<file path="src/rtl/copperv_h.sv">
// Shared copperv definitions: widths, RV32I opcodes and the inst_type codes
// used by both the decoder and the encoder.
package copperv_h;
  localparam int INST_WIDTH      = 32;
  localparam int IMM_WIDTH       = 32;
  localparam int REG_WIDTH       = 5;
  localparam int FUNCT_WIDTH     = 4;
  localparam int INST_TYPE_WIDTH = 3;
  localparam int OPCODE_WIDTH    = 7;

  typedef logic [OPCODE_WIDTH-1:0]    opcode_t;
  typedef logic [INST_TYPE_WIDTH-1:0] inst_type_t;

  localparam opcode_t OPCODE_LOAD   = 7'b0000011;
  localparam opcode_t OPCODE_OP_IMM = 7'b0010011;
  localparam opcode_t OPCODE_AUIPC  = 7'b0010111;
  localparam opcode_t OPCODE_STORE  = 7'b0100011;
  localparam opcode_t OPCODE_OP     = 7'b0110011;
  localparam opcode_t OPCODE_LUI    = 7'b0110111;
  localparam opcode_t OPCODE_BRANCH = 7'b1100011;
  localparam opcode_t OPCODE_JALR   = 7'b1100111;
  localparam opcode_t OPCODE_JAL    = 7'b1101111;

  // Code 0 and codes above BRANCH are deliberately left undefined.
  localparam inst_type_t INST_TYPE_IMM     = 3'd1;
  localparam inst_type_t INST_TYPE_INT_IMM = 3'd2;
  localparam inst_type_t INST_TYPE_INT_REG = 3'd3;
  localparam inst_type_t INST_TYPE_BRANCH  = 3'd4;

  // True when bits [31:lsb] of v are all 0 or all 1, i.e. v fits a signed
  // field whose sign bit sits at position lsb.
  function automatic logic upper_uniform(input logic [IMM_WIDTH-1:0] v, input int lsb);
    logic [IMM_WIDTH-1:0] m;
    m = '1 << lsb;
    return ((v & m) == m) || ((v & m) == '0);
  endfunction
endpackage

</file>
<file path="src/rtl/inst_fifo.sv">
// Small valid/ready FIFO holding encoded words. Occupancy, pointers and the
// post-reset enable are all registered, so push_ready never depends on a
// same-cycle pop.
module inst_fifo #(
  parameter int DEPTH = 2,
  parameter int WIDTH = 32
) (
  input  logic             clk,
  input  logic             rst,
  input  logic             push_valid,
  output logic             push_ready,
  input  logic [WIDTH-1:0] push_data,
  output logic             pop_valid,
  input  logic             pop_ready,
  output logic [WIDTH-1:0] pop_data
);
  localparam int PTR_W = (DEPTH > 1) ? $clog2(DEPTH) : 1;
  localparam int CNT_W = PTR_W + 1;

  logic [DEPTH-1:0][WIDTH-1:0] mem_d, mem_q;
  logic [PTR_W-1:0]            wr_ptr_d, wr_ptr_q, rd_ptr_d, rd_ptr_q;
  logic [CNT_W-1:0]            cnt_d, cnt_q;
  logic                        live_d, live_q;
  logic                        do_push, do_pop;

  // live_q holds ready low through reset and for the release edge itself.
  assign push_ready = live_q && (cnt_q < CNT_W'(DEPTH));
  assign pop_valid  = (cnt_q != '0);
  assign pop_data   = pop_valid ? mem_q[rd_ptr_q] : '0;
  assign do_push    = push_valid & push_ready;
  assign do_pop     = pop_valid & pop_ready;

  // Next-state: write at wr_ptr, advance pointers (wrap is free for 2^n depth).
  always_comb begin
    mem_d    = mem_q;
    wr_ptr_d = wr_ptr_q;
    rd_ptr_d = rd_ptr_q;
    cnt_d    = cnt_q;
    live_d   = 1'b1;
    if (do_push) begin
      mem_d[wr_ptr_q] = push_data;
      wr_ptr_d        = wr_ptr_q + PTR_W'(1);
    end
    if (do_pop) rd_ptr_d = rd_ptr_q + PTR_W'(1);
    case ({do_push, do_pop})
      2'b10:   cnt_d = cnt_q + CNT_W'(1);
      2'b01:   cnt_d = cnt_q - CNT_W'(1);
      default: cnt_d = cnt_q;
    endcase
  end

  // State registers; reset empties the FIFO at once.
  always_ff @(posedge clk or negedge rst) begin
    if (!rst) begin
      mem_q    <= '0;
      wr_ptr_q <= '0;
      rd_ptr_q <= '0;
      cnt_q    <= '0;
      live_q   <= 1'b0;
    end else begin
      mem_q    <= mem_d;
      wr_ptr_q <= wr_ptr_d;
      rd_ptr_q <= rd_ptr_d;
      cnt_q    <= cnt_d;
      live_q   <= live_d;
    end
  end
endmodule

</file>
<file path="src/rtl/inst_encoder.sv">
// RV32I instruction encoder: packs decoder-style request fields back into an
// instruction word, drops unencodable requests with a one-cycle err pulse,
// and queues good words in inst_fifo.
module inst_encoder
  import copperv_h::*;
#(
  parameter int DEPTH = 2
) (
  input  logic                       clk,
  input  logic                       rst,
  input  logic                       in_valid,
  output logic                       in_ready,
  input  logic [INST_TYPE_WIDTH-1:0] in_inst_type,
  input  logic [IMM_WIDTH-1:0]       in_imm,
  input  logic [REG_WIDTH-1:0]       in_rd,
  input  logic [REG_WIDTH-1:0]       in_rs1,
  input  logic [REG_WIDTH-1:0]       in_rs2,
  input  logic [FUNCT_WIDTH-1:0]     in_funct,
  output logic                       out_valid,
  input  logic                       out_ready,
  output logic [INST_WIDTH-1:0]      out_inst,
  output logic                       err,
  output logic [15:0]                enc_count
);
  logic                  accept, push, enc_ok;
  logic [INST_WIDTH-1:0] enc_word;
  logic                  err_d, err_q;
  logic [15:0]           enc_count_d, enc_count_q;

  assign accept = in_valid & in_ready;
  assign push   = accept & enc_ok;

  // Field packing and encodability check, purely combinational.
  always_comb begin
    enc_word = '0;
    enc_ok   = 1'b0;
    case (in_inst_type)
      INST_TYPE_IMM: begin
        enc_ok   = (in_imm[11:0] == 12'd0);
        enc_word = {in_imm[31:12], in_rd, OPCODE_LUI};
      end
      INST_TYPE_INT_IMM: begin
        enc_ok   = upper_uniform(in_imm, 11);
        enc_word = {in_imm[11:0], in_rs1, in_funct[2:0], in_rd, OPCODE_OP_IMM};
      end
      INST_TYPE_INT_REG: begin
        enc_ok   = 1'b1;
        enc_word = {(in_funct[3] ? 7'd32 : 7'd0), in_rs2, in_rs1, in_funct[2:0],
                    in_rd, OPCODE_OP};
      end
      INST_TYPE_BRANCH: begin
        enc_ok   = upper_uniform(in_imm, 12) && !in_imm[0];
        enc_word = {in_imm[12], in_imm[10:5], in_rs2, in_rs1, in_funct[2:0],
                    in_imm[4:1], in_imm[11], OPCODE_BRANCH};
      end
      default: begin
        enc_ok   = 1'b0;
        enc_word = '0;
      end
    endcase
  end

  // err flags a dropped request for the following cycle; counter tracks pushes.
  always_comb begin
    err_d       = accept & ~enc_ok;
    enc_count_d = enc_count_q + 16'(push);
  end

  // Status registers.
  always_ff @(posedge clk or negedge rst) begin
    if (!rst) begin
      err_q       <= 1'b0;
      enc_count_q <= '0;
    end else begin
      err_q       <= err_d;
      enc_count_q <= enc_count_d;
    end
  end

  assign err       = err_q;
  assign enc_count = enc_count_q;

  inst_fifo #(.DEPTH(DEPTH), .WIDTH(INST_WIDTH)) u_fifo (
    .clk        (clk),
    .rst        (rst),
    .push_valid (push),
    .push_ready (in_ready),
    .push_data  (enc_word),
    .pop_valid  (out_valid),
    .pop_ready  (out_ready),
    .pop_data   (out_inst)
  );
endmodule

</file>
<file path="config.mk">
export PLATFORM = sky130hd
export DESIGN_NAME = inst_encoder
export DESIGN_NICKNAME = d
export VERILOG_FILES = /design/src/rtl/copperv_h.sv /design/src/rtl/inst_fifo.sv /design/src/rtl/inst_encoder.sv
export SDC_FILE = /design/constraint.sdc
export NUM_CORES = 1
export LEC_CHECK = 0
export BUFFER_PORTS_ARGS = -buffer_cell sky130_fd_sc_hd__buf_2
export CORE_MARGIN = 10
export CORE_UTILIZATION = 45
export CTS_CLUSTER_SIZE = 24
export DETAILED_ROUTE_END_ITERATION = 8
export GPL_TIMING_DRIVEN = 0
export PLACE_DENSITY_LB_ADDON = 0.1
export SLEW_MARGIN = 5
export SYNTH_ARGS = -nofsm -noshare
export SYNTH_HDL_FRONTEND = slang
export SYNTH_SLANG_ARGS = --single-unit
</file>
<file path="constraint.sdc">
create_clock -name clk -period 2.8 [get_ports clk]
set_input_delay 0.56 -clock clk [delete_from_list [all_inputs] [get_ports clk]]
set_output_delay 0.56 -clock clk [all_outputs]
set_load 0.01 [all_outputs]
</file>
Word-level counts from Yosys, hierarchy flattened
Cells that the tools add are included.
{"block": "word_totals", "reg_bits": 86, "input_bits": 58, "output_inout_bits": 51, "elab_cells": 52}
{"block": "op_classes", "n_addsub": 5, "magnitude_cmp": 4, "n_eq_ne": 8, "n_mux": 10, "bitwise": 6, "reduce_logical": 11}
{"operator": "$mux W32", "count": 4}
{"operator": "$pmux W32 S4", "count": 1}
{"operator": "$bwmux W64", "count": 1}
{"operator": "$logic_not A32 Y1", "count": 2}
{"operator": "$demux W32 S1", "count": 1}
{"operator": "$eq A21 B21 Y1 const B", "count": 1}
{"operator": "$eq A20 B20 Y1 const B", "count": 1}
{"operator": "$add A16 B1 Y16", "count": 1}
{"operator": "$logic_not A12 Y1", "count": 1}
{"operator": "$eq A3 B2 Y1 const B", "count": 2}
{"operator": "$mux W6", "count": 1}
{"operator": "$and A1 B1 Y1", "count": 5}
{"operator": "$lt A1 B2 Y1 const B", "count": 2}
{"operator": "$pmux W1 S4", "count": 1}
{"operator": "$pmux W2 S2", "count": 1}
{"operator": "$reduce_bool A2 Y1", "count": 2}
{"operator": "$eq A3 B1 Y1 const B", "count": 1}
{"operator": "$eq A3 B3 Y1 const B", "count": 1}
{"operator": "$logic_and A1 B1 Y1", "count": 3}
{"operator": "$add A1 B1 Y1 const B", "count": 2}
{"operator": "$add A2 B1 Y2 const B", "count": 1}
{"operator": "$eq A2 B1 Y1 const B", "count": 1}
{"operator": "$eq A2 B2 Y1 const B", "count": 1}
{"operator": "$logic_or A1 B1 Y1", "count": 2}
{"operator": "5 further kinds", "count": 5}

Depth between registers and ports, before layout
Gate-level depths: netlist of the first run.
{"block": "logic_depth", "depth_word": 8, "mapped_depth": 12, "ltp_nobuf": 11}

By module
A second synthesis of the first run with hierarchy kept.
{"block": "hier_totals", "cells_unflattened": 390, "hier_area_um2": 4654.5}
{"module": "inst_fifo", "n_inst": 1, "cells_per_inst": 225, "area_each_um2": 3253.1, "seq_area_each_um2": 1726.7}
{"module": "inst_encoder", "n_inst": 1, "cells_per_inst": 165, "area_each_um2": 1401.3, "seq_area_each_um2": 425.4}

Least setup slack after synthesis of the first run
Ideal clock, no wire load.
{"block": "synth_timing", "path_kind": "input to register", "start": "in in_inst_type[1]", "end": "reg enc_count_q[14], in the netlist enc_count[14]", "setup_ns": 0.079, "arrival_ns": 2.817, "required_time_ns": 2.721, "setup_slack_ns": -0.096, "cell_stages": 12, "path_buffers": 1, "path_cell_list": "buf_6 -> or3b_4 -> a2111oi_4 -> a22oi_2 -> a21o_1 -> inv_1 -> ha_1 -> ha_1 -> nand2_1 -> or2_2 -> nor2_1 -> xor2_1"}
{"block": "synth_via", "elab_chain_cells": 4, "elab_cells_between_ends": 7, "classes_between": "add/sub: 1; eq/ne: 4; mux: 1; bitwise: 1"}
{"item": "from (decl)", "line": "inst_encoder.sv:13", "rtl": "input logic [INST_TYPE_WIDTH-1:0] in_inst_type,"}
{"item": "$eq A3 B3 Y1 (tied with other cells)", "line": "inst_encoder.sv:37", "rtl": "case (in_inst_type)"}
{"item": "$pmux W1 S4 *", "line": "inst_encoder.sv:37"}
{"item": "$and A1 B1 Y1 *", "line": "inst_encoder.sv:31", "rtl": "assign push = accept & enc_ok;"}
{"item": "$add A16 B1 Y16 *", "line": "inst_encoder.sv:66", "rtl": "enc_count_d = enc_count_q + 16'(push);"}
{"item": "named net enc_count_d[14]", "line": "inst_encoder.sv:28", "rtl": "logic [15:0] enc_count_d, enc_count_q;"}
{"item": "to (signal assigned)", "line": "inst_encoder.sv:76", "rtl": "enc_count_q <= enc_count_d;"}
{"item": "to (decl)", "line": "inst_encoder.sv:28"}
The timed path passes the listed nets; every way through them passes the cells marked *.
A chain may end at the register's enable or synchronous reset.

Worst setup path in the final report of the first run
{"block": "layout_timing", "start": "in in_inst_type[1]", "end": "reg enc_count_q[12], in the netlist enc_count[12]"}
The elaborated chain is that of the path after synthesis.

==> key figures, run 1 <==
Status
  – Status: completed

Min path
  – Min-Delay Path Class: input port to asynchronous set/reset pin

STA
  – Final hold violation count: 0
  – RSZ-0062 raised after global routing: false
  – Tcrit/Tclk final: 94.5%
  – Setup violations, final: 0
  – Worst Max-Slew Pin Slew: 758 ps
  – Worst Clk Skew: 8.04 ps
  – Setup TNS Final: 0 ps
  – Max-slew violations: 0
  – Min Hold Slack: 69.9 ps
  – Setup ws final: 153 ps
  – Max Freq: 378 MHz
  – Max transition margin: 49.5%
  – Minimum clock period: 2650 ps

Yosys
  – Yosys top cell by area: dfrtp_1
  – Post-synthesis sequential area ratio: 44.3%
  – Number of synthesized flops with an enable pin: 0
  – Yosys warns: 0
  – Cell with the most instances after synthesis: dfrtp_1
  – Synth cell count leaders: dfrtp_1 (82), mux2_4 (57), nor2_1 (38)
  – Synth Area per Inst: 11.6 sq um
  – Syn Nets: 460
  – Async S/R FF share, synth: 100%
  – #FFs+latches synth: 82
  – Main flop type after synthesis: dfrtp_1
  – Post-synth top area share: roughly 44%
  – Distinct cells, synth: 37
  – Synth top area cells: dfrtp_1 (44%), mux2_4 (18%), mux2i_1 (6.7%), a22oi_1 (3.2%), nor2_1 (3.1%)
  – Synth Instances: between 300 and 400
  – Post-synth design cell area: around 4600 sq um

Setup path
  – Worst path max stage delay: ~390 ps
  – Crit path required time: roughly 3100 ps
  – Critical Path AT: 2940 ps
  – Critical Path End Type: flop
  – Worst path bufs/invs: 3
  – Crit path max fanout: 10
  – Cell Chain, Critical Path: buf_2 > buf_6 > or3b_4 > a2111oi_4 > a22oi_2 > a21o_1 > inv_2 > ha_4 > ha_4 > nand2_1 > or2_4 > nor2_2 > xor2_1
  – Slowest cell on the critical path: or3b_4
  – Worst Setup Start Kind: input port
  – Setup CP Type: input port to flop
  – Most used cell along the critical path: ha_4
  – CP top delay family: simple AND/OR/NAND/NOR gates

Power
  – Sw Ratio: 33.7%
  – Pint: 2.51 mW
  – NetSw: 1.28 mW
  – Pwr/cell area: 670 nW/um^2
  – Logic gate share of total power: ~35%
  – Register share of total power: 41.3%
  – Pleak: ~2.8 nW
  – Worst IR drop on VDD: roughly 0.35 mV
  – Clk pwr share: 24.1%

Clocking
  – CTS root buf: clkbuf_8
  – Sink Count: just over 80
  – Max Buffers Root-to-Sink: 2
  – Clock slew at reported path FFs: about 90 ps
  – TritonCTS clock tree: built
  – Skew-Pair Late Insertion Delay: 360 ps
  – Num CTS Buffers: 9
  – CTS H-tree depth: 3

Floorplan
  – I/O pin cnt: 109
  – Cell Rows: 36
  – Chip width: between 100 and 150 um
  – DIE AREA: about 15000 sq um
  – Core box area: between 9000 and 10000 sq um
  – Die Ht: 121 um
  – Initial Util: 46.7%

GRT
  – Initial antenna violation count: 0
  – First-pass GRT wire length: 19700 um
  – Aggregate global routing overflow: 0
  – GRT Total Usage: 16.8%
  – Pin count of the biggest net entering global routing: 65
  – Vias in the first global route: 3775

Route
  – Drt wl/cell: 18.6 um
  – Routed vias: 3558
  – DRC: 0
  – First-iteration detailed-routing DRC count: 248
  – Initial DRT Pass Iterations: 4
  – Routed WL: 12300 um
  – Vias per inst: 5.37
  – Final ANT Viol Nets: 0

Layout
  – Diode count: 0
  – Share of layout cells above drive strength 1: 42.2%
  – Filler cells: 900
  – Final Cell Area: 5650 sq um
  – Final net count: between 500 and 600
  – Final Non-Filler Cells: between 600 and 700
  – Area of the multi-input gates: 2430 sq um
  – Register area: 2050 sq um
  – Synth-to-layout area growth: 22.1%

Place
  – Dpl ws: -324 ps
  – Detailed-placement wirelength estimate: 9260 um
  – I/O Buffers: 107
  – Dpl cell area: between 5000 and 6000 sq um
  – Routability cong.: between 0.8 and 0.9
  – Placed instance count: 640

Job
  – Max-capacitance violation count: 0
[power by group through the flow]
stage	clock (mW)	sequential, mW	combinational (mW)
6_report	0.911	1.56	1.31
5_1_grt	0.979	1.60	1.44
4_1_cts	0.934	1.56	1.33
3_5_place_dp	0	1.58	1.33
3_3_place_gp	0	1.57	1.31
2_1_floorplan	0	1.56	0.887
[cell families after synthesis]
family / share of synthesized area (%)
simple gates: 12.5
mux: 26.6
flops: 44.3
compound gates: 8.19
buf+inv: 3.81
xor+xnor: 3.59
fa+ha+maj: 0.811
other cells: 0.162
[sequential cells by signal, summed over array words and instances (netlist names)]
| signal | cells |
|---|---|
| enc_count | 16 |
| err | 1 |
| u_fifo.cnt_q | 2 |
| u_fifo.live_q | 1 |
| u_fifo.mem_q | 60 |
| u_fifo.rd_ptr_q | 1 |
| u_fifo.wr_ptr_q | 1 |
[cell usage in the layout (no fill, tap or decap), types with 6 or more instances in the layout]
cell	n
mux2_4	57
xnor2_1	14
mux2_2	6
buf_2	106
nor2_1	36
buf_6	7
clkbuf_1	15
nand4_1	8
clkbuf_8	10
buf_4	9
o21ai_0	21
nor3b_1	6
mux2i_1	31
nor4_1	7
dfrtp_1	82
a22oi_1	20
nor2b_1	7
nand2_1	29
[area by class of cell]
cell class | count | area share (%)
timing repair buffer | 114 | 10.8
buffer | 27 | 2.90
inverter | 4 | 0.266
tap | 133 | 2.94
clock inverter | 6 | 1.31
multi-input combinational | 286 | 43.0
clock buffer | 10 | 2.43
sequential | 82 | 36.3
[routing by layer]
layer | wire length (um) | share of wire, % | vias to the layer above | GRT usage (%)
li1 | - | - | 1670 | -
met1 | 5590 | 45 | 1769 | 21.3
met2 | 5790 | 47 | 106 | 26.5
met3 | 775 | 6.3 | 13 | 4.93
met4 | 165 | 1.3 | 0 | 5.66
met5 | 0 | 0 | - | 0
[stage by stage]
stage / total power [mW] / utilization [%]
after floorplan: 2.44 / -
after global placement: 2.89 / 54.1
after detailed placement: 2.91 / 54.4
after CTS: 3.83 / 56.5
after global routing: 4.02 / 57.0
final: 3.79 / 57.0
[worst paths after layout]
| kind | startpoint | to | slack [ps] | cells after the start |
|---|---|---|---|---|
| min in group clk | enc_count[15]$_DFF_PN0_ | enc_count[15]$_DFF_PN0_ | 490 | 1 |
| min | rst | u_fifo.mem_q[28]$_DFFE_PN0P_ | 70 | 1 |
| max reg2reg | u_fifo.cnt_q[1]$_DFFE_PN0P_ | enc_count[12]$_DFF_PN0_ | 820 | 10 |
| min reg2reg | enc_count[15]$_DFF_PN0_ | enc_count[15]$_DFF_PN0_ | 490 | 1 |
| max in group asynchronous | rst | u_fifo.mem_q[34]$_DFFE_PN0P_ | 2130 | 2 |
| max | in_inst_type[1] | enc_count[12]$_DFF_PN0_ | 150 | 13 |
[timing repair]
item / CTS / global route
hold buffers: 0 / 0
gates resized for setup: 0 / 8
setup buffers: 0 / 6
endpoints found under the hold margin: 0 / 0
endpoints found under the setup margin: 0 / 5
Power figures use the tool's default switching activity.
==> run 2, diff against run 1 <==
--- a/constraint.sdc
+++ b/constraint.sdc
@@ -3,2 +3,2 @@
 set_output_delay 0.56 -clock clk [all_outputs]
-set_load 0.01 [all_outputs]
+set_load 0.1 [all_outputs]
==> run 2 against run 1 <==
Against the previous run:
- total power grew 30%
- clock-buffer cell count is 1 higher
- non-clock buffer count decreased by 3
- sequential power barely moved
- cell count fell by 0.45%
- highest routed layer unchanged
==> key figures, run 2 (synthesis gave the netlist of run 1 again) <==
GRT
  – GRT Total Usage: 16.4%
  – Vias in the first global route: about 3700
  – Pin count of the biggest net entering global routing: around 60
  – Aggregate global routing overflow: 0
  – First-pass GRT wire length: 19300 um
  – Initial antenna violation count: 0

Place
  – Dpl cell area: between 5000 and 6000 sq um
  – I/O Buffers: 107
  – Placed instance count: 640
  – Detailed-placement wirelength estimate: 9230 um
  – Routability cong.: 0.843

Route
  – Routed WL: 12100 um
  – Drt wl/cell: 18.3 um
  – Final ANT Viol Nets: 0
  – Initial DRT Pass Iterations: 4
  – DRC: 0
  – Vias per inst: 5.28
  – Routed vias: 3477
  – First-iteration detailed-routing DRC count: 206

Floorplan
  – Chip width: 121 um
  – Initial Util: approximately 47%
  – I/O pin cnt: 109
  – Core box area: 9910 sq um
  – DIE AREA: between 10000 and 15000 sq um
  – Cell Rows: 36
  – Die Ht: roughly 120 um

Clocking
  – Hold buffers post-CTS: 0
  – Sink Count: 82
  – Num CTS Buffers: 9
  – Clock slew at reported path FFs: roughly 100 ps
  – TritonCTS clock tree: built
  – Max Buffers Root-to-Sink: 2
  – CTS H-tree depth: 3
  – CTS root buf: clkbuf_8
  – Skew-Pair Late Insertion Delay: 360 ps

Layout
  – Biggest register: u_fifo.mem_q
  – Share of layout cells above drive strength 1: 48.1%
  – Final net count: 582
  – Diode count: 0
  – Synth-to-layout area growth: 23.2%
  – Final Non-Filler Cells: 659
  – Max reg flops: 60
  – Commonest non-fill, non-tap cells in the layout: buf_2 (109), dfrtp_1 (82), mux2_4 (57)
  – Most common cell after layout, fill and taps aside: buf_2
  – Final Cell Area: approximately 5700 sq um
  – Filler cells: 900

STA
  – Final hold violation count: 0
  – Minimum clock period: 2710 ps
  – Setup violations, final: 0
  – Max-slew violations: 0
  – Worst Clk Skew: 9.51 ps
  – Tcrit/Tclk final: 96.8%
  – Worst Max-Slew Pin Slew: roughly 800 ps
  – RSZ-0062 raised after global routing: false
  – Max Freq: 369 MHz
  – Max transition margin: ~47%

Power
  – NetSw: 2.43 mW
  – Pint: 2.48 mW
  – Pleak: 2.79 nW
  – Logic gate share of total power: 50.6%
  – Worst IR drop on VDD: 0.668 mV
  – Pwr/cell area: 861 nW/um^2
  – Sw Ratio: between 40% and 50%
  – Clk pwr share: 17.4%
  – Register share of total power: 32.0%
  – Tot Pwr: approximately 4.9 mW

Min path
  – Min-Delay Path Class: input port to asynchronous set/reset pin

Status
  – Status: completed

Setup path
  – Worst Setup Start Kind: input port
  – Critical Path AT: 2990 ps
  – Critical Path End Type: flop
  – Setup CP Type: input port to flop
  – Crit path required time: 3080 ps
  – Crit path max fanout: 10

Job
  – Max-capacitance violation count: 0
-- run 2: cell types whose count changed in the layout (fill, tap and decap cells not counted), moves of 3 or more --
cell / before / now
nor2_1: 36 / 8
nor2_2: 2 / 29
buf_2: 106 / 109
buf_4: 9 / 6
clkbuf_1: 15 / 12
-- run 2: timing repair --
item / in CTS / in global routing
cloned: 0 / 0
setup buffers: 0 / 3
pin swaps: 0 / 2
gates resized for setup: 5 / 4
setup endpoints to repair: 30 / 5
-- run 2: per-stage QoR --
step                      hold WS (ps)  utilization [%]  setup slack [ps]  setup TNS, ps
after floorplan                    264                -             -12.1          -12.1
after global placement             453             54.9              -308          -1090
after detailed placement           460             55.2              -351          -1360
after CTS                          109             57.3              16.1              0
after global routing               121             57.6              3.13              0
final                              112             57.6              90.0              0
-- run 2: critical path, stage by stage --
cell       delay [ps]
buf_2             120
buf_6             130
or3b_4            400
a2111oi_4         380
a22oi_2           180
a21o_1            230
inv_2              80
ha_4              160
ha_4              150
nand2_1            80
or2_4             260
nor2_1            110
xor2_1            150
-- run 2: power by group through the flow --
| stage | registers [mW] | clock network (mW) | logic (mW) |
|---|---|---|---|
| after CTS | 1.57 | 0.891 | 2.52 |
| after global routing | 1.60 | 0.937 | 2.62 |
| after global placement | 1.58 | 0 | 2.49 |
| after detailed placement | 1.59 | 0 | 2.51 |
| final | 1.57 | 0.854 | 2.49 |
| after floorplan | 1.67 | 0 | 1.96 |
-- run 2: final timing paths --
path                                                   from                      endpoint  slack (ps)  cells past startpoint
worst max register to register  u_fifo.cnt_q[1]$_DFFE_PN0P_       enc_count[14]$_DFF_PN0_         800                     10
worst min-delay path                                    rst  u_fifo.mem_q[13]$_DFFE_PN0P_         110                      1
max in group asynchronous                               rst  u_fifo.mem_q[41]$_DFFE_PN0P_        2080                      2
worst min register to register      enc_count[15]$_DFF_PN0_       enc_count[15]$_DFF_PN0_         480                      1
worst max-delay path                        in_inst_type[1]       enc_count[14]$_DFF_PN0_          90                     13
min in group clk                    enc_count[15]$_DFF_PN0_       enc_count[15]$_DFF_PN0_         480                      1
-- run 2: area by class of cell --
cell class              instances  area [sq um]  share of cell area, %
plain buffers                  27           169                   2.96
well taps                     133           166                   2.92
clock buffers                  11           151                   2.65
flip-flops and latches         82          2050                   36.0
clock inverters                 5          45.0                  0.790
inverters                       4          15.0                  0.263
repair buffers                111           588                   10.3
multi-input cells             286          2520                   44.1
-- run 2: metal layers --
metal | part of all wire [%] | vias to the layer above | GRT usage [%]
met4 | 1.8 | 0 | 5.29
met3 | 6.2 | 16 | 4.84
met5 | 0 | - | 0
li1 | - | 1660 | -
met2 | 48 | 103 | 26.6
met1 | 44 | 1698 | 20.3
